===== src/rtl/div_issue_ctrl.sv =====
// Issue/handshake controller for the signed and unsigned AXI-stream divider IPs.
// Latches operands, drives tvalid, collects quotient/remainder and stalls EXE until done.
module div_issue_ctrl #(
  parameter int unsigned XLEN  = 32,
  parameter int unsigned CNT_W = 32
) (
  input  logic              clk,
  input  logic              reset,

  input  logic              op_valid,
  input  logic              op_signed,
  input  logic              op_mod,
  input  logic [XLEN-1:0]   src1,
  input  logic [XLEN-1:0]   src2,
  input  logic              flush,
  input  logic              res_ack,

  output logic              div_busy,
  output logic              res_valid,
  output logic [XLEN-1:0]   res_data,

  output logic [XLEN-1:0]   dividend_tdata,
  output logic [XLEN-1:0]   divisor_tdata,

  output logic              s_dividend_tvalid,
  input  logic              s_dividend_tready,
  output logic              s_divisor_tvalid,
  input  logic              s_divisor_tready,

  output logic              u_dividend_tvalid,
  input  logic              u_dividend_tready,
  output logic              u_divisor_tvalid,
  input  logic              u_divisor_tready,

  input  logic              s_dout_tvalid,
  input  logic [2*XLEN-1:0] s_dout_tdata,
  input  logic              u_dout_tvalid,
  input  logic [2*XLEN-1:0] u_dout_tdata,

  output logic [CNT_W-1:0]  div_cycles
);

  typedef enum logic [1:0] {
    IDLE = 2'd0,
    SEND = 2'd1,
    WAIT = 2'd2,
    DONE = 2'd3
  } state_t;

  state_t            state;
  logic              op_signed_q;
  logic              op_mod_q;
  logic              cancel;
  logic              dvd_sent;
  logic              dvs_sent;

  logic              dvd_hs;
  logic              dvs_hs;
  logic              dvd_done;
  logic              dvs_done;
  logic              dout_valid_sel;
  logic [2*XLEN-1:0] dout_data_sel;
  logic [XLEN-1:0]   result_sel;
  logic              discard;
  logic              in_flight;

  // Handshake on the IP chosen for the latched op; the other IP never sees tvalid.
  assign dvd_hs = op_signed_q ? (s_dividend_tvalid & s_dividend_tready)
                              : (u_dividend_tvalid & u_dividend_tready);
  assign dvs_hs = op_signed_q ? (s_divisor_tvalid & s_divisor_tready)
                              : (u_divisor_tvalid & u_divisor_tready);

  assign dvd_done = dvd_sent | dvd_hs;
  assign dvs_done = dvs_sent | dvs_hs;

  // Result path only listens to the selected IP.
  assign dout_valid_sel = op_signed_q ? s_dout_tvalid : u_dout_tvalid;
  assign dout_data_sel  = op_signed_q ? s_dout_tdata  : u_dout_tdata;
  assign result_sel     = op_mod_q ? dout_data_sel[XLEN-1:0]
                                   : dout_data_sel[2*XLEN-1:XLEN];

  // A flush arriving together with the result still kills it.
  assign discard   = cancel | flush;
  assign in_flight = (state == SEND) || (state == WAIT);

  assign div_busy = (op_valid & (state != DONE)) | (cancel & (state != IDLE));

  always_ff @(posedge clk or posedge reset) begin
    if (reset) begin
      state             <= IDLE;
      op_signed_q       <= 1'b0;
      op_mod_q          <= 1'b0;
      cancel            <= 1'b0;
      dvd_sent          <= 1'b0;
      dvs_sent          <= 1'b0;
      res_valid         <= 1'b0;
      res_data          <= '0;
      dividend_tdata    <= '0;
      divisor_tdata     <= '0;
      s_dividend_tvalid <= 1'b0;
      s_divisor_tvalid  <= 1'b0;
      u_dividend_tvalid <= 1'b0;
      u_divisor_tvalid  <= 1'b0;
      div_cycles        <= '0;
    end else begin
      if (in_flight) begin
        div_cycles <= div_cycles + CNT_W'(1);
      end

      case (state)
        IDLE: begin
          cancel <= 1'b0;
          if (op_valid && !flush) begin
            op_signed_q       <= op_signed;
            op_mod_q          <= op_mod;
            dividend_tdata    <= src1;
            divisor_tdata     <= src2;
            dvd_sent          <= 1'b0;
            dvs_sent          <= 1'b0;
            s_dividend_tvalid <= op_signed;
            s_divisor_tvalid  <= op_signed;
            u_dividend_tvalid <= ~op_signed;
            u_divisor_tvalid  <= ~op_signed;
            state             <= SEND;
          end
        end

        SEND: begin
          // Flushed ops keep handshaking so the IP is drained cleanly.
          if (flush) begin
            cancel <= 1'b1;
          end
          if (dvd_hs) begin
            dvd_sent          <= 1'b1;
            s_dividend_tvalid <= 1'b0;
            u_dividend_tvalid <= 1'b0;
          end
          if (dvs_hs) begin
            dvs_sent         <= 1'b1;
            s_divisor_tvalid <= 1'b0;
            u_divisor_tvalid <= 1'b0;
          end
          if (dvd_done && dvs_done) begin
            state <= WAIT;
          end
        end

        WAIT: begin
          if (dout_valid_sel) begin
            if (discard) begin
              cancel <= 1'b0;
              state  <= IDLE;
            end else begin
              res_data  <= result_sel;
              res_valid <= 1'b1;
              state     <= DONE;
            end
          end else if (flush) begin
            cancel <= 1'b1;
          end
        end

        DONE: begin
          if (res_ack || flush) begin
            res_valid <= 1'b0;
            state     <= IDLE;
          end
        end

        default: begin
          state <= IDLE;
        end
      endcase
    end
  end

endmodule


===== config.mk =====
export PLATFORM = sky130hd
export DESIGN_NAME = div_issue_ctrl
export DESIGN_NICKNAME = d
export VERILOG_FILES = /design/src/rtl/div_issue_ctrl.sv
export SDC_FILE = /design/constraint.sdc
export NUM_CORES = 1
export LEC_CHECK = 0
export ABC_AREA = 1
export BUFFER_PORTS_ARGS = -buffer_cell sky130_fd_sc_hd__buf_4
export CAP_MARGIN = 20
export CORE_AREA = 2 2 133 135
export CTS_CLUSTER_DIAMETER = 50
export DETAILED_ROUTE_END_ITERATION = 8
export DIE_AREA = 0 0 135 137
export HOLD_SLACK_MARGIN = 0.12
export PLACE_DENSITY = 0.7
export SLEW_MARGIN = 20
export SYNTH_ARGS = -nofsm -noshare
export SYNTH_HDL_FRONTEND = slang
export SYNTH_SLANG_ARGS = --single-unit

===== constraint.sdc =====
create_clock -name clk -period 4.9 [get_ports clk]
set_input_delay 0.245 -clock clk [delete_from_list [all_inputs] [get_ports clk]]
set_output_delay 0.245 -clock clk [all_outputs]
set_load 0.05 [all_outputs]

---- Word level (Yosys, flattened, before mapping) ----
Index checks and enable logic that the tools add are counted.
operators by class
  shift-type cells ........................ 0
  $mul .................................... 0
  reductions and logical operators ........ 17
  muxes and demuxes ....................... 32
  divide/modulo/power cells ............... 0
  bitwise logic cells ..................... 12
  equality and inequality tests ........... 12
  add/subtract/negate cells ............... 1
  order comparisons ....................... 0
operators with widths
  operator                                       count
  two-way mux 64 bit                             1
  adder 32 x 1 -> 32 bit, second input constant  1
  two-way mux 32 bit                             1
  two-way mux 1 bit                              16
  != test 2 bit, second input constant           7
  one-hot mux 1 bit (2 select lines)             7
  two-way mux 2 bit                              5
  AND reduction 3 bit                            3
  one-hot mux 2 bit (4 select lines)             1
  AND reduction 4 bit                            2
  bitwise AND 1 bit                              6
  nonzero test 2 bit                             3
  == test 2 bit, second input constant           2
  OR 1 bit                                       4
  AND reduction 2 bit                            2
  != test 3 bit, second input constant           1
  one-hot mux 1 bit (3 select lines)             1
  nonzero test 3 bit                             1
  == test 2 x 1 -> 1 bit, second input constant  1
  logical AND 1 bit                              2
  logical NOT 2 bit                              1
  logical OR 1 bit                               2
  != test 2 x 1 -> 1 bit, second input constant  1
  NOT 1 bit                                      2
  logical NOT 1 bit                              1
word-level totals
  bits of input ports ..................... 205
  bits in latches ......................... 0
  output and inout port bits .............. 134
  bits in registers ....................... 140
  bits in writable memories ............... 0
  bits in read-only memories .............. 0
  memories kept ........................... 0

---- Logic depth before layout (Yosys ltp) ----
Gate-level depths: netlist of the first run.
  depth after elaboration ................. 6
  depth in mapped cells ................... 10
  mapped depth without buffers ............ 9

---- Worst setup path after synthesis of the first run ----
Ideal clock, no wire load.
  kind .................................... reg2reg
  start point ............................. reg div_cycles[0]
  end point ............................... reg div_cycles[20]
  cell stages (with the launch flop) ...... 9
  setup slack ............................. 3.158 ns
  path buffers ............................ 0
  arrival time ............................ 1.622 ns
  period minus slack after synthesis ...... 1.742 ns
  cell sequence ........................... dfrtp_1 -> ha_1 -> nand2_1 -> nor2_1 -> nand3_1 -> nor2_2 -> nand2_1 -> nand2_1 -> nand2_1
on the way
  word-level cells in the longest chain between the ends .. 1
ends and longest elaborated chain
  element                   RTL line  RTL
  start: declaration        40        output logic [CNT_W-1:0] div_cycles
  start signal: assignment  107       div_cycles <= div_cycles + CNT_W'(1);
  adder 32 x 1 -> 32 bit    107
Every way passes these cells.
A chain may end at the register's enable or synchronous reset.

---- Final worst setup path of the first run ----
  start point ............................. reg op_signed_q
  end point ............................... reg res_data[30]
on the way
  word-level cells in the longest chain between the ends .. 2
  elaborated cells on any way between the ends .. 4
  those cells by class .................... mux (3); reduce/logical (1)
ends and longest elaborated chain
  element                                                                     RTL line  RTL
  start: declaration                                                          51        logic op_signed_q;
  start signal: assignment                                                    114       op_signed_q <= op_signed;
  two-way mux 1 bit / two-way mux 64 bit (equally long branches)              77, 78
  AND reduction 3 bit (no line) / two-way mux 32 bit (equally long branches)  n/a
  end signal: assignment                                                      154       res_data <= result_sel;
  end: declaration                                                            20        output logic [XLEN-1:0] res_data,
Several ways; a longest one is shown, not always the timed one.

==> impl_results.html, run 1 <==
<table>
<tr><th>Metric</th><th>Value</th></tr>
<tr><th colspan="2">Outcome</th></tr>
<tr><td>Status</td><td>finished clean</td></tr>
<tr><th colspan="2">Finish</th></tr>
<tr><td>Fraction of layout instances using a drive strength above 1</td><td>around 30%</td></tr>
<tr><td>Total number of nets in the final design</td><td>between 1,500 and 2,000</td></tr>
<tr><td>ANT cells</td><td>0</td></tr>
<tr><td>Synthesis-to-finish area growth</td><td>56.69%</td></tr>
<tr><td>Utilization after layout</td><td>between 60% and 70%</td></tr>
<tr><td>Area used by sequential logic in the layout</td><td>approximately 0.0035 mm²</td></tr>
<tr><td>Area of the multi-input gates</td><td>around 0.0031 mm²</td></tr>
<tr><td>Final-layout fill cell count</td><td>between 1,000 and 1,500</td></tr>
<tr><th colspan="2">Routing</th></tr>
<tr><td>Iteration-0 DRC count of the detailed router</td><td>413</td></tr>
<tr><td>Via density</td><td>slightly below 5</td></tr>
<tr><td>Residual antenna-violating net count after detailed routing</td><td>0</td></tr>
<tr><td>Total Wirelength</td><td>around 24 mm</td></tr>
<tr><td>Residual DRC</td><td>0</td></tr>
<tr><td>First drt pass iteration count</td><td>5</td></tr>
<tr><td>Via count of the routed design</td><td>~7,500</td></tr>
<tr><td>Final routed wire length divided by cell count</td><td>about 16 µm</td></tr>
<tr><th colspan="2">Synthesis</th></tr>
<tr><td>Async SR Flop Fraction</td><td>between 90% and 100%</td></tr>
<tr><td>Dominant register cell in the synthesized netlist</td><td>dfrtp_1</td></tr>
<tr><td>Part of the Yosys area used for sequential elements</td><td>50.36%</td></tr>
<tr><td>Area share of the largest cell type after synthesis</td><td>50.36%</td></tr>
<tr><td>Top cells by area, synth</td><td>dfrtp_1 (50%), nand2_1 (16%), nor2_1 (11%)</td></tr>
<tr><td>Average size of a mapped cell</td><td>7.628 µm²</td></tr>
<tr><td>Total standard cell area after synthesis</td><td>a little under 0.007 mm²</td></tr>
<tr><td>Warning count from the yosys run</td><td>0</td></tr>
<tr><td>EDFF count, synth</td><td>0</td></tr>
<tr><td>Number of nets in the synthesized netlist</td><td>between 1,000 and 1,500</td></tr>
<tr><td>Count of different cell masters after synthesis</td><td>25</td></tr>
<tr><td>Post-synthesis register bit count</td><td>between 100 and 150</td></tr>
<tr><td>Synth area leader</td><td>dfrtp_1</td></tr>
<tr><td>Cells after Synth</td><td>around 900</td></tr>
<tr><th colspan="2">Setup path</th></tr>
<tr><td>Buf/Inv on CP</td><td>2</td></tr>
<tr><td>Worst Setup Start Kind</td><td>flip-flop</td></tr>
<tr><td>CP Max Fanout</td><td>68</td></tr>
<tr><td>Cell family contributing the most delay on the critical path</td><td>compound AO/OA/AOI/OAI gates</td></tr>
<tr><td>Worst Path Arrival</td><td>3.07 ns</td></tr>
<tr><td>Max incr delay on CP</td><td>0.85 ns</td></tr>
<tr><td>Most common cell type on the critical path</td><td>buf_4</td></tr>
<tr><td>Origin of the worst setup path</td><td>op_signed_q</td></tr>
<tr><td>Data required time of the worst path</td><td>~5.2 ns</td></tr>
<tr><td>Worst Path Class, Setup</td><td>flip-flop to flip-flop</td></tr>
<tr><td>Capturing element type of the critical path</td><td>flip-flop</td></tr>
<tr><td>Slowest stage cell on the critical path</td><td>a21oi_4</td></tr>
<tr><td>Crit-path cells</td><td>buf_4 &gt; nand2_1 &gt; a21oi_4 &gt; buf_4 &gt; nor2_1 &gt; a31oi_1</td></tr>
<tr><td>Worst r2r src</td><td>op_signed_q</td></tr>
<tr><th colspan="2">Global routing</th></tr>
<tr><td>Number of global-route vias before repair</td><td>approximately 7,400</td></tr>
<tr><td>Overflow left after global routing</td><td>0</td></tr>
<tr><td>Number of antenna violations at the first check in global routing</td><td>0</td></tr>
<tr><td>Global-route wire length before repair</td><td>roughly 38 mm</td></tr>
<tr><td>Maximum number of pins on one net before global-route repair</td><td>93</td></tr>
<tr><td>GR Util All Layers</td><td>about a quarter</td></tr>
<tr><th colspan="2">STA</th></tr>
<tr><td>Worst slew pin tran</td><td>between 1 and 1.5 ns</td></tr>
<tr><td>Max frequency</td><td>364.6 MHz</td></tr>
<tr><td>Setup TNS after final layout</td><td>0 ns</td></tr>
<tr><td>Final period utilization</td><td>approximately 56%</td></tr>
<tr><td>Clock Skew</td><td>0.01052 ns</td></tr>
<tr><td>Max-slew violation count</td><td>0</td></tr>
<tr><td>Max-slew headroom</td><td>roughly 29%</td></tr>
<tr><td>Post-layout minimum cycle time</td><td>between 2 and 3 ns</td></tr>
<tr><td>Setup repair after global routing missed its margin</td><td>false</td></tr>
<tr><td>Endpoints failing setup</td><td>0</td></tr>
<tr><td>Number of endpoints with negative hold slack in the final report</td><td>0</td></tr>
<tr><th colspan="2">CTS</th></tr>
<tr><td>Source-to-sink clock delay at the later pin of the worst-skew pair</td><td>~0.42 ns</td></tr>
<tr><td>Postcts setup bufs</td><td>0</td></tr>
<tr><td>Level count of the clock H-tree</td><td>4</td></tr>
<tr><td>Clock root buffer</td><td>clkbuf_16</td></tr>
<tr><td>Num CTS Buffers</td><td>17</td></tr>
<tr><td>Number of hold buffers added after CTS</td><td>just under 70</td></tr>
<tr><td>Clock tree buffer depth</td><td>2</td></tr>
<tr><td>CTS tree</td><td>done</td></tr>
<tr><td>Clock transition at the registers of the reported paths</td><td>roughly 0.060 ns</td></tr>
<tr><td>Cells resized by post-CTS repair</td><td>0</td></tr>
<tr><td>Total clock sinks</td><td>140</td></tr>
<tr><th colspan="2">Floorplan</th></tr>
<tr><td>Die extent in x</td><td>135 µm</td></tr>
<tr><td>DIE AREA</td><td>0.01850 mm²</td></tr>
<tr><td>Number of top-level design ports</td><td>approximately 340</td></tr>
<tr><td>Chip Height</td><td>137 µm</td></tr>
<tr><td>CORE AREA</td><td>approximately 0.017 mm²</td></tr>
<tr><td>Effective utilization at floorplan</td><td>40.79%</td></tr>
<tr><td>Total number of placement rows</td><td>48</td></tr>
<tr><th colspan="2">Power and ir drop</th></tr>
<tr><td>Leakage power figure</td><td>around 0.0056 µW</td></tr>
<tr><td>Peak supply drop</td><td>roughly 0.00050 V</td></tr>
<tr><td>Power per Cell Area</td><td>between 600 and 700 mW/mm²</td></tr>
<tr><th colspan="2">Placed design</th></tr>
<tr><td>Routability congestion estimate from global placement</td><td>around 0.94</td></tr>
<tr><td>IO buf count</td><td>about 340</td></tr>
<tr><td>DP HPWL</td><td>roughly 17 mm</td></tr>
<tr><th colspan="2">Min path</th></tr>
<tr><td>Class of the tightest hold or removal check</td><td>input pin to flip-flop</td></tr>
<tr><td>Startpoint of the lowest-slack hold path</td><td>s_dout_tdata[54]</td></tr>
<tr><th colspan="2">Job</th></tr>
<tr><td>Max-cap violations</td><td>0</td></tr>
</table>
[metal layers]
metal  share of wire, %  track usage (%)
met2                 49            44.75
met4                2.0            8.738
met3                8.1            7.074
met1                 40            32.58
met5                  0                0
[registers in the layout, summed over array words and instances, names as in the netlist]
register / count
dividend_tdata: 32
op_mod_q: 1
dvs_sent: 1
res_data: 32
s_dividend_tvalid: 1
s_divisor_tvalid: 1
divisor_tdata: 32
dvd_sent: 1
res_valid: 1
cancel: 1
u_divisor_tvalid: 1
div_cycles: 32
u_dividend_tvalid: 1
op_signed_q: 1
state: 2
[tightest hold or removal path: cells and delay by family]
kind,cells,cell delay [ns]
buf+inv,1,0.07
compound gates,2,0.20
[cells in the mapped netlist, types with 2 or more instances]
library cell,number
o21ai_0,71
ha_1,6
nand4_1,18
nor2_1,199
a31oi_2,10
dfrtp_1,140
inv_1,45
buf_2,12
buf_4,3
clkbuf_1,21
nand2_1,293
nor3_1,2
nand3b_1,4
buf_6,4
nor2_2,3
xor2_1,13
a31oi_1,22
nand3_1,28
buf_1,4
a21oi_1,4
xnor2_1,6
[per-stage QoR]
| step | hold slack [ns] | setup WS, ns | std cells | power (µW) | cell area [µm²] |
|---|---|---|---|---|---|
| 6_report | 0.1436 | 2.157 | 1536 | 7354 | 10900 |
| 5_1_grt | 0.1513 | 1.832 | 1536 | 7758 | 10900 |
| 4_1_cts | 0.1323 | 2.117 | 1536 | 7369 | 10900 |
| 3_5_place_dp | 0.4418 | 2.136 | 1436 | 5966 | 9610 |
| 3_3_place_gp | 0.4382 | 2.205 | 1436 | 5910 | 9610 |
| 2_1_floorplan | 0.3546 | 0.9021 | 912 | 4702 | 6957 |
[final timing paths]
path | cells past startpoint | slack (ns) | to
worst max-delay path | 6 | 2.16 | res_data[30]
worst min register to register | 2 | 0.48 | divisor_tdata[27]
min in group asynchronous | 3 | 0.55 | div_cycles[29]
worst max register to register | 6 | 2.16 | res_data[30]
max in group asynchronous | 4 | 3.16 | divisor_tdata[13]
worst min-delay path | 3 | 0.14 | res_data[22]
[placed cells by master, fill, tap and decap left out, drive strengths merged]
cell type / instances
ha: 6
xor2: 13
bufinv: 3
buf: 343
nand3b: 4
inv: 46
o21ai: 72
nor2: 202
nand3: 28
nor3: 2
dfrtp: 140
xnor2: 6
nand4: 18
clkbuf: 19
dlygate4sd3: 68
a31oi: 32
clkinv: 7
nand2: 294
clkinvlp: 3
a21oi: 5
[logic make-up after synthesis]
logic type               share of synthesized area [%]
adder cells (fa/ha/maj)                          1.079
XOR/XNOR                                         2.392
flip-flops                                       50.36
AO/OA/AOI/OAI                                    9.370
buffers and inverters                            5.683
AND/OR/NAND/NOR                                  31.12
[final cells by class]
cell class	instances	area share (%)
Multi-Input combinational cell	682	28.17
Clock inverter	13	1.527
Sequential cell	140	32.15
Inverter	46	1.641
Clock buffer	19	4.063
Tap cell	225	2.583
Timing Repair Buffer	411	29.87
[power breakdown]
part | internal (µW) | total [µW] | switching (µW) | leakage, µW
Clock | 816 | 1330 | 515 | 0.000290
Sequential | 1640 | 1960 | 326 | 0.00174
Combinational | 1200 | 4060 | 2860 | 0.00360
(Power assumes the default switching activity.)
==> run 2, diff against run 1 <==
Settings changed: ABC_AREA 1 to 0, PLACE_DENSITY 0.7 to 0.67.
Clock period 4.9 ns to 2.8 ns, I/O delays scaled along.
==> impl_results.html, run 2 <==
<table>
<tr><th>Metric</th><th>Value</th></tr>
<tr><th colspan="2">Floorplan</th></tr>
<tr><td>CORE AREA</td><td>approximately 0.017 mm²</td></tr>
<tr><td>DIE AREA</td><td>approximately 0.018 mm²</td></tr>
<tr><td>Total number of placement rows</td><td>between 40 and 50</td></tr>
<tr><td>Effective utilization at floorplan</td><td>about two fifths</td></tr>
<tr><td>Number of top-level design ports</td><td>339</td></tr>
<tr><td>Die extent in x</td><td>approximately 140 µm</td></tr>
<tr><td>Chip Height</td><td>between 100 and 150 µm</td></tr>
<tr><th colspan="2">STA</th></tr>
<tr><td>Max frequency</td><td>436.7 MHz</td></tr>
<tr><td>Final period utilization</td><td>about 82%</td></tr>
<tr><td>Max-slew violation count</td><td>0</td></tr>
<tr><td>Endpoints failing setup</td><td>0</td></tr>
<tr><td>Worst slew pin tran</td><td>between 0.8 and 0.9 ns</td></tr>
<tr><td>Post-layout minimum cycle time</td><td>around 2.3 ns</td></tr>
<tr><td>Number of endpoints with negative hold slack in the final report</td><td>0</td></tr>
<tr><td>Clock Skew</td><td>approximately 0.009 ns</td></tr>
<tr><td>Max-slew headroom</td><td>44.30%</td></tr>
<tr><td>Setup TNS after final layout</td><td>0 ns</td></tr>
<tr><td>Final worst setup slack</td><td>about 0.51 ns</td></tr>
<tr><td>Setup repair after global routing missed its margin</td><td>false</td></tr>
<tr><th colspan="2">Finish</th></tr>
<tr><td>Most common cell after layout, fill and taps aside</td><td>buf_4</td></tr>
<tr><td>Total number of nets in the final design</td><td>between 1,000 and 1,500</td></tr>
<tr><td>Highest-count cells in the layout ignoring fill and taps</td><td>buf_4 (343), dfrtp_1 (139), mux2_2 (99)</td></tr>
<tr><td>Synthesis-to-finish area growth</td><td>62.88%</td></tr>
<tr><td>Utilization after layout</td><td>61.99%</td></tr>
<tr><td>Fraction of layout instances using a drive strength above 1</td><td>just over 60%</td></tr>
<tr><th colspan="2">Setup path</th></tr>
<tr><td>Capturing element type of the critical path</td><td>flip-flop</td></tr>
<tr><td>Worst Path Class, Setup</td><td>flip-flop to flip-flop</td></tr>
<tr><td>Crit-path cells</td><td>inv_1 &gt; ha_1 &gt; nand4_2 &gt; nor4_4 &gt; nand4_1 &gt; xnor2_1</td></tr>
<tr><td>Max incr delay on CP</td><td>between 0.6 and 0.7 ns</td></tr>
<tr><td>Slowest stage cell on the critical path</td><td>nor4_4</td></tr>
<tr><td>CP Max Fanout</td><td>11</td></tr>
<tr><td>Data required time of the worst path</td><td>between 3 and 4 ns</td></tr>
<tr><td>Worst Setup Start Kind</td><td>flip-flop</td></tr>
<tr><td>Buf/Inv on CP</td><td>1</td></tr>
<tr><td>Cell family contributing the most delay on the critical path</td><td>simple AND/OR/NAND/NOR gates</td></tr>
<tr><td>Worst Path Arrival</td><td>2.58 ns</td></tr>
<tr><th colspan="2">Synthesis</th></tr>
<tr><td>Count of different cell masters after synthesis</td><td>40</td></tr>
<tr><td>Top cells by area, synth</td><td>dfrtp_1 (54%), mux2_2 (17%), mux4_2 (11%)</td></tr>
<tr><td>Warning count from the yosys run</td><td>0</td></tr>
<tr><td>Number of nets in the synthesized netlist</td><td>648</td></tr>
<tr><td>Average size of a mapped cell</td><td>14.85 µm²</td></tr>
<tr><td>Post-synth top cells</td><td>dfrtp_1 (140), mux2_2 (99), mux4_2 (32)</td></tr>
<tr><td>Dominant register cell in the synthesized netlist</td><td>dfrtp_1</td></tr>
<tr><td>Async SR Flop Fraction</td><td>100.0%</td></tr>
<tr><td>Area share of the largest cell type after synthesis</td><td>53.97%</td></tr>
<tr><td>EDFF count, synth</td><td>0</td></tr>
<tr><td>Most frequent cell after synthesis</td><td>dfrtp_1</td></tr>
<tr><td>Post-synthesis register bit count</td><td>140</td></tr>
<tr><td>Synth area leader</td><td>dfrtp_1</td></tr>
<tr><td>Cells after Synth</td><td>437</td></tr>
<tr><td>Total standard cell area after synthesis</td><td>roughly 0.0065 mm²</td></tr>
<tr><td>Part of the Yosys area used for sequential elements</td><td>53.97%</td></tr>
<tr><th colspan="2">Power and ir drop</th></tr>
<tr><td>Peak supply drop</td><td>0.0006786 V</td></tr>
<tr><td>Logic pwr share</td><td>53.3%</td></tr>
<tr><td>Seq pwr share</td><td>27.7%</td></tr>
<tr><td>Switching pwr</td><td>~5600 µW</td></tr>
<tr><td>Leakage power figure</td><td>around 0.005 µW</td></tr>
<tr><td>Cell Int Power</td><td>around 7000 µW</td></tr>
<tr><td>Power per Cell Area</td><td>approximately 1200 mW/mm²</td></tr>
<tr><td>Net Sw Frac</td><td>between 40 and 50%</td></tr>
<tr><td>Clock power share</td><td>18.9%</td></tr>
<tr><th colspan="2">Routing</th></tr>
<tr><td>Final routed wire length divided by cell count</td><td>around 19 µm</td></tr>
<tr><td>First drt pass iteration count</td><td>4</td></tr>
<tr><td>Residual DRC</td><td>0</td></tr>
<tr><td>Iteration-0 DRC count of the detailed router</td><td>174</td></tr>
<tr><td>Total Wirelength</td><td>around 20 mm</td></tr>
<tr><td>Residual antenna-violating net count after detailed routing</td><td>0</td></tr>
<tr><td>Via count of the routed design</td><td>about 5,400</td></tr>
<tr><td>Via density</td><td>roughly 5.0</td></tr>
<tr><th colspan="2">Placed design</th></tr>
<tr><td>DP HPWL</td><td>around 15 mm</td></tr>
<tr><td>IO buf count</td><td>between 300 and 400</td></tr>
<tr><td>Routability congestion estimate from global placement</td><td>0.8367</td></tr>
<tr><td>Worst setup slack after placement</td><td>around 0.45 ns</td></tr>
<tr><th colspan="2">CTS</th></tr>
<tr><td>Level count of the clock H-tree</td><td>4</td></tr>
<tr><td>Clock transition at the registers of the reported paths</td><td>roughly 0.06 ns</td></tr>
<tr><td>Source-to-sink clock delay at the later pin of the worst-skew pair</td><td>around 0.41 ns</td></tr>
<tr><td>Number of hold buffers added after CTS</td><td>slightly below 70</td></tr>
<tr><td>Clock root buffer</td><td>clkbuf_16</td></tr>
<tr><td>Cells resized by post-CTS repair</td><td>0</td></tr>
<tr><td>Postcts setup bufs</td><td>0</td></tr>
<tr><td>Total clock sinks</td><td>140</td></tr>
<tr><td>CTS tree</td><td>done</td></tr>
<tr><td>Num CTS Buffers</td><td>17</td></tr>
<tr><td>Clock tree buffer depth</td><td>2</td></tr>
<tr><th colspan="2">Global routing</th></tr>
<tr><td>Maximum number of pins on one net before global-route repair</td><td>59</td></tr>
<tr><td>GR Util All Layers</td><td>21.71%</td></tr>
<tr><td>Number of global-route vias before repair</td><td>5,775</td></tr>
<tr><td>Global-route wire length before repair</td><td>30.58 mm</td></tr>
<tr><td>Number of antenna violations at the first check in global routing</td><td>1</td></tr>
<tr><td>Overflow left after global routing</td><td>0</td></tr>
<tr><th colspan="2">Job</th></tr>
<tr><td>Max-cap violations</td><td>0</td></tr>
<tr><th colspan="2">Min path</th></tr>
<tr><td>Class of the tightest hold or removal check</td><td>input pin to flip-flop</td></tr>
<tr><th colspan="2">Outcome</th></tr>
<tr><td>Status</td><td>finished clean</td></tr>
</table>
==> run 2: tightest hold or removal path: stages <==
cell and delay [ns]:
buf_4 0.07, mux4_2 0.21, mux2_2 0.13
==> run 2: final cells by class <==
cell class	instances	area, µm²
repair buffers	414	3316
flip-flops and latches	140	3505
diodes	2	5.005
clock inverters	11	153.9
clock buffers	21	480.5
inverters	13	52.55
fillers	1363	6484
well taps	225	281.5
multi-input cells	260	2779
==> run 2: cells by family after synthesis <==
group                      Yosys count  share of synthesized area (%)
muxes                              133                          28.59
AOI/OAI and AO/OA                   18                          1.947
xor gates and xnor gates            31                          4.183
adders and majority gates            6                          1.156
DFF                                140                          53.97
and+or+nand+nor                     72                          6.901
buffers and inverters               37                          3.258
==> run 2: stage by stage <==
stage          cells  total power [µW]  instance area [µm²]  hold WS, ns
2_1_floorplan    437              8060                 6495       0.2526
3_3_place_gp     984             10000                 9253       0.3508
3_5_place_dp     984             10150                 9253       0.3570
4_1_cts         1084             12640                10570       0.1638
5_1_grt         1085             13130                10570       0.1766
6_report        1086             12540                10570       0.1816
==> run 2: layer usage <==
layer,wire [µm],global-route usage (%)
met5,0,0
met4,805,11.34
met3,1496,5.407
met2,10360,36.83
met1,7432,25.58
==> run 2: path summary, 6_finish.rpt <==
check | from | endpoint | depth (start not counted) | slack, ns
min in group asynchronous | reset | div_cycles[5] | 3 | 0.46
max in group asynchronous | reset | divisor_tdata[9] | 4 | 1.58
max reg2reg | state[0] | div_cycles[27] | 6 | 0.51
max | state[0] | div_cycles[27] | 6 | 0.51
min | s_dout_tdata[1] | res_data[1] | 3 | 0.18
min reg2reg | dvd_sent | dvd_sent | 1 | 0.48
==> run 2: power by group through the flow <==
stage | Clock (µW) | Combinational [µW] | Sequential, µW
floorplan | 0 | 1980 | 6080
global placement | 0 | 6550 | 3450
detailed placement | 0 | 6640 | 3510
CTS | 2430 | 6730 | 3480
global route | 2530 | 6990 | 3610
finish | 2370 | 6690 | 3480
==> run 3, diff against run 2 <==
Clock period 2.8 ns to 2.4 ns, I/O delays scaled along.
==> impl_results.html, run 3 (synthesis gave the netlist of run 2 again) <==
<table>
<tr><th>Metric</th><th>Value</th></tr>
<tr><th colspan="2">Min path</th></tr>
<tr><td>Class of the tightest hold or removal check</td><td>input pin to flip-flop</td></tr>
<tr><th colspan="2">Global routing</th></tr>
<tr><td>Number of antenna violations at the first check in global routing</td><td>1</td></tr>
<tr><td>Maximum number of pins on one net before global-route repair</td><td>60</td></tr>
<tr><td>Overflow left after global routing</td><td>0</td></tr>
<tr><td>Number of global-route vias before repair</td><td>between 5,000 and 6,000</td></tr>
<tr><td>Global-route wire length before repair</td><td>~30 mm</td></tr>
<tr><td>GR Util All Layers</td><td>a little over a fifth</td></tr>
<tr><th colspan="2">Finish</th></tr>
<tr><td>Most common cell after layout, fill and taps aside</td><td>buf_4</td></tr>
<tr><td>Area used by sequential logic in the layout</td><td>between 0.003 and 0.004 mm²</td></tr>
<tr><td>Fraction of layout instances using a drive strength above 1</td><td>60.47%</td></tr>
<tr><td>Total number of nets in the final design</td><td>approximately 1,100</td></tr>
<tr><td>Highest-count cells in the layout ignoring fill and taps</td><td>buf_4 (343), dfrtp_1 (139), mux2_2 (99)</td></tr>
<tr><td>Count of non-filler cells in the finished layout</td><td>between 1,000 and 1,500</td></tr>
<tr><td>Area of the multi-input gates</td><td>around 0.0028 mm²</td></tr>
<tr><td>Final-layout fill cell count</td><td>between 1,000 and 1,500</td></tr>
<tr><td>Synthesis-to-finish area growth</td><td>62.90%</td></tr>
<tr><th colspan="2">Placed design</th></tr>
<tr><td>Routability congestion estimate from global placement</td><td>0.8520</td></tr>
<tr><td>Placed cells</td><td>around 1,000</td></tr>
<tr><td>IO buf count</td><td>338</td></tr>
<tr><td>DP HPWL</td><td>14.95 mm</td></tr>
<tr><th colspan="2">STA</th></tr>
<tr><td>Clock Skew</td><td>approximately 0.006 ns</td></tr>
<tr><td>Setup repair after global routing missed its margin</td><td>false</td></tr>
<tr><td>Post-layout minimum cycle time</td><td>between 2 and 2.5 ns</td></tr>
<tr><td>Final period utilization</td><td>between 80% and 90%</td></tr>
<tr><td>Max-slew violation count</td><td>0</td></tr>
<tr><td>Max frequency</td><td>roughly 480 MHz</td></tr>
<tr><td>Max-slew headroom</td><td>a little over half</td></tr>
<tr><td>Setup TNS after final layout</td><td>0 ns</td></tr>
<tr><td>Number of endpoints with negative hold slack in the final report</td><td>0</td></tr>
<tr><td>Worst slew pin tran</td><td>around 0.70 ns</td></tr>
<tr><td>Endpoints failing setup</td><td>0</td></tr>
<tr><th colspan="2">Floorplan</th></tr>
<tr><td>Number of top-level design ports</td><td>about 340</td></tr>
<tr><td>Chip Height</td><td>around 140 µm</td></tr>
<tr><td>Die extent in x</td><td>roughly 140 µm</td></tr>
<tr><td>Total number of placement rows</td><td>48</td></tr>
<tr><td>DIE AREA</td><td>about 0.018 mm²</td></tr>
<tr><td>CORE AREA</td><td>about 0.017 mm²</td></tr>
<tr><td>Effective utilization at floorplan</td><td>38.06%</td></tr>
<tr><th colspan="2">Power and ir drop</th></tr>
<tr><td>Leakage power figure</td><td>roughly 0.005 µW</td></tr>
<tr><td>Seq pwr share</td><td>between 20% and 30%</td></tr>
<tr><td>Peak supply drop</td><td>0.0008382 V</td></tr>
<tr><td>Clock power share</td><td>a little under a fifth</td></tr>
<tr><td>Switching pwr</td><td>between 6000 and 7000 µW</td></tr>
<tr><td>Power per Cell Area</td><td>between 1000 and 1500 mW/mm²</td></tr>
<tr><td>Net Sw Frac</td><td>a little under half</td></tr>
<tr><td>Logic pwr share</td><td>a little over half</td></tr>
<tr><td>Cell Int Power</td><td>8022 µW</td></tr>
<tr><th colspan="2">CTS</th></tr>
<tr><td>CTS tree</td><td>done</td></tr>
<tr><td>Clock transition at the registers of the reported paths</td><td>~0.060 ns</td></tr>
<tr><td>Source-to-sink clock delay at the later pin of the worst-skew pair</td><td>between 0.4 and 0.5 ns</td></tr>
<tr><td>Level count of the clock H-tree</td><td>4</td></tr>
<tr><td>Clock tree buffer depth</td><td>2</td></tr>
<tr><td>Postcts setup bufs</td><td>0</td></tr>
<tr><td>Number of hold buffers added after CTS</td><td>68</td></tr>
<tr><td>Cells resized by post-CTS repair</td><td>0</td></tr>
<tr><td>Num CTS Buffers</td><td>17</td></tr>
<tr><td>Clock root buffer</td><td>clkbuf_16</td></tr>
<tr><td>Total clock sinks</td><td>140</td></tr>
<tr><th colspan="2">Setup path</th></tr>
<tr><td>Worst Path Class, Setup</td><td>flip-flop to flip-flop</td></tr>
<tr><td>CP Max Fanout</td><td>10</td></tr>
<tr><td>Origin of the worst setup path</td><td>state[0]</td></tr>
<tr><td>Setup slack of the most critical reg-to-reg path</td><td>roughly 0.34 ns</td></tr>
<tr><td>Capturing element type of the critical path</td><td>flip-flop</td></tr>
<tr><td>Worst R2R Path Depth</td><td>6</td></tr>
<tr><td>Worst r2r src</td><td>state[0]</td></tr>
<tr><td>Worst setup path end</td><td>div_cycles[28]</td></tr>
<tr><td>Worst Path Arrival</td><td>about 2.4 ns</td></tr>
<tr><td>R2R Path End</td><td>div_cycles[28]</td></tr>
<tr><td>Data required time of the worst path</td><td>~2.7 ns</td></tr>
<tr><td>Worst Setup Start Kind</td><td>flip-flop</td></tr>
<tr><th colspan="2">Routing</th></tr>
<tr><td>First drt pass iteration count</td><td>4</td></tr>
<tr><td>Iteration-0 DRC count of the detailed router</td><td>about 180</td></tr>
<tr><td>Residual antenna-violating net count after detailed routing</td><td>0</td></tr>
<tr><td>Final routed wire length divided by cell count</td><td>around 18 µm</td></tr>
<tr><td>Via density</td><td>a little under 5</td></tr>
<tr><td>Residual DRC</td><td>0</td></tr>
<tr><td>Via count of the routed design</td><td>5,362</td></tr>
<tr><td>Total Wirelength</td><td>roughly 20 mm</td></tr>
<tr><th colspan="2">Outcome</th></tr>
<tr><td>Status</td><td>finished clean</td></tr>
<tr><th colspan="2">Job</th></tr>
<tr><td>Max-cap violations</td><td>0</td></tr>
</table>
## run 3: cell count changes in the layout (fill, tap and decap cells not counted)
cell	before	now
diode_2	2	1
clkinv_2	1	3
clkbuf_8	4	2
inv_8	0	1
inv_6	3	1
clkinvlp_4	3	4
buf_12	3	4
## run 3: worst min-delay path by stage
stage | start | end | cells past startpoint
floorplan | op_signed | u_dividend_tvalid | 1
global placement | reset | divisor_tdata[20] | 2
detailed placement | reset | divisor_tdata[4] | 2
CTS | u_dout_tdata[46] | res_data[14] | 3
global route | u_dout_tdata[41] | res_data[9] | 3
finish | u_dout_tdata[46] | res_data[14] | 3
## run 3: metrics by stage
stage                     instance area [µm²]  utilization, %  hold WS (ns)  worst slack (ns)  power [µW]
after detailed placement                 9273           54.36        0.2735            0.3359       11860
final                                   10570           61.99        0.1550            0.3354       14590
after CTS                               10570           61.98        0.1337            0.3233       14730
after global routing                    10570           61.99        0.1387            0.1155       15240
after floorplan                          6495               -        0.2326            0.4650        9403
after global placement                   9273           54.36        0.2640            0.4234       11680
## run 3: final cells by class
cell class | instances | area share [%]
diodes | 1 | 0.02367
clock buffers | 19 | 4.284
clock inverters | 13 | 1.562
inverters | 13 | 0.4970
multi-input cells | 260 | 26.28
flip-flops and latches | 140 | 33.14
well taps | 225 | 2.662
repair buffers | 415 | 31.55
## run 3: power groups by stage
stage          registers [µW]  logic [µW]  clock network, µW
4_1_cts                  3960        7960               2800
5_1_grt                  4090        8250               2890
3_5_place_dp             3990        7870                  0
2_1_floorplan            7100        2310                  0
6_report                 3960        7910               2720
3_3_place_gp             3930        7740                  0
## run 3: routing by layer
layer  global-route usage (%)  vias to the layer above  wire, µm
li1                         -                     2439         -
met1                    25.49                     2626      7715
met2                    36.15                      252     10080
met3                    5.148                       45      1432
met4                    11.05                        0       785
met5                        0                        -         0
## run 3: worst max-delay path, stage by stage, from the launching register on
cell and delay (ns):
dfrtp_1 0.42, inv_1 0.11, ha_1 0.44, nand4_2 0.22, nor3_4 0.44, nand4_1 0.17
xnor2_1 0.16
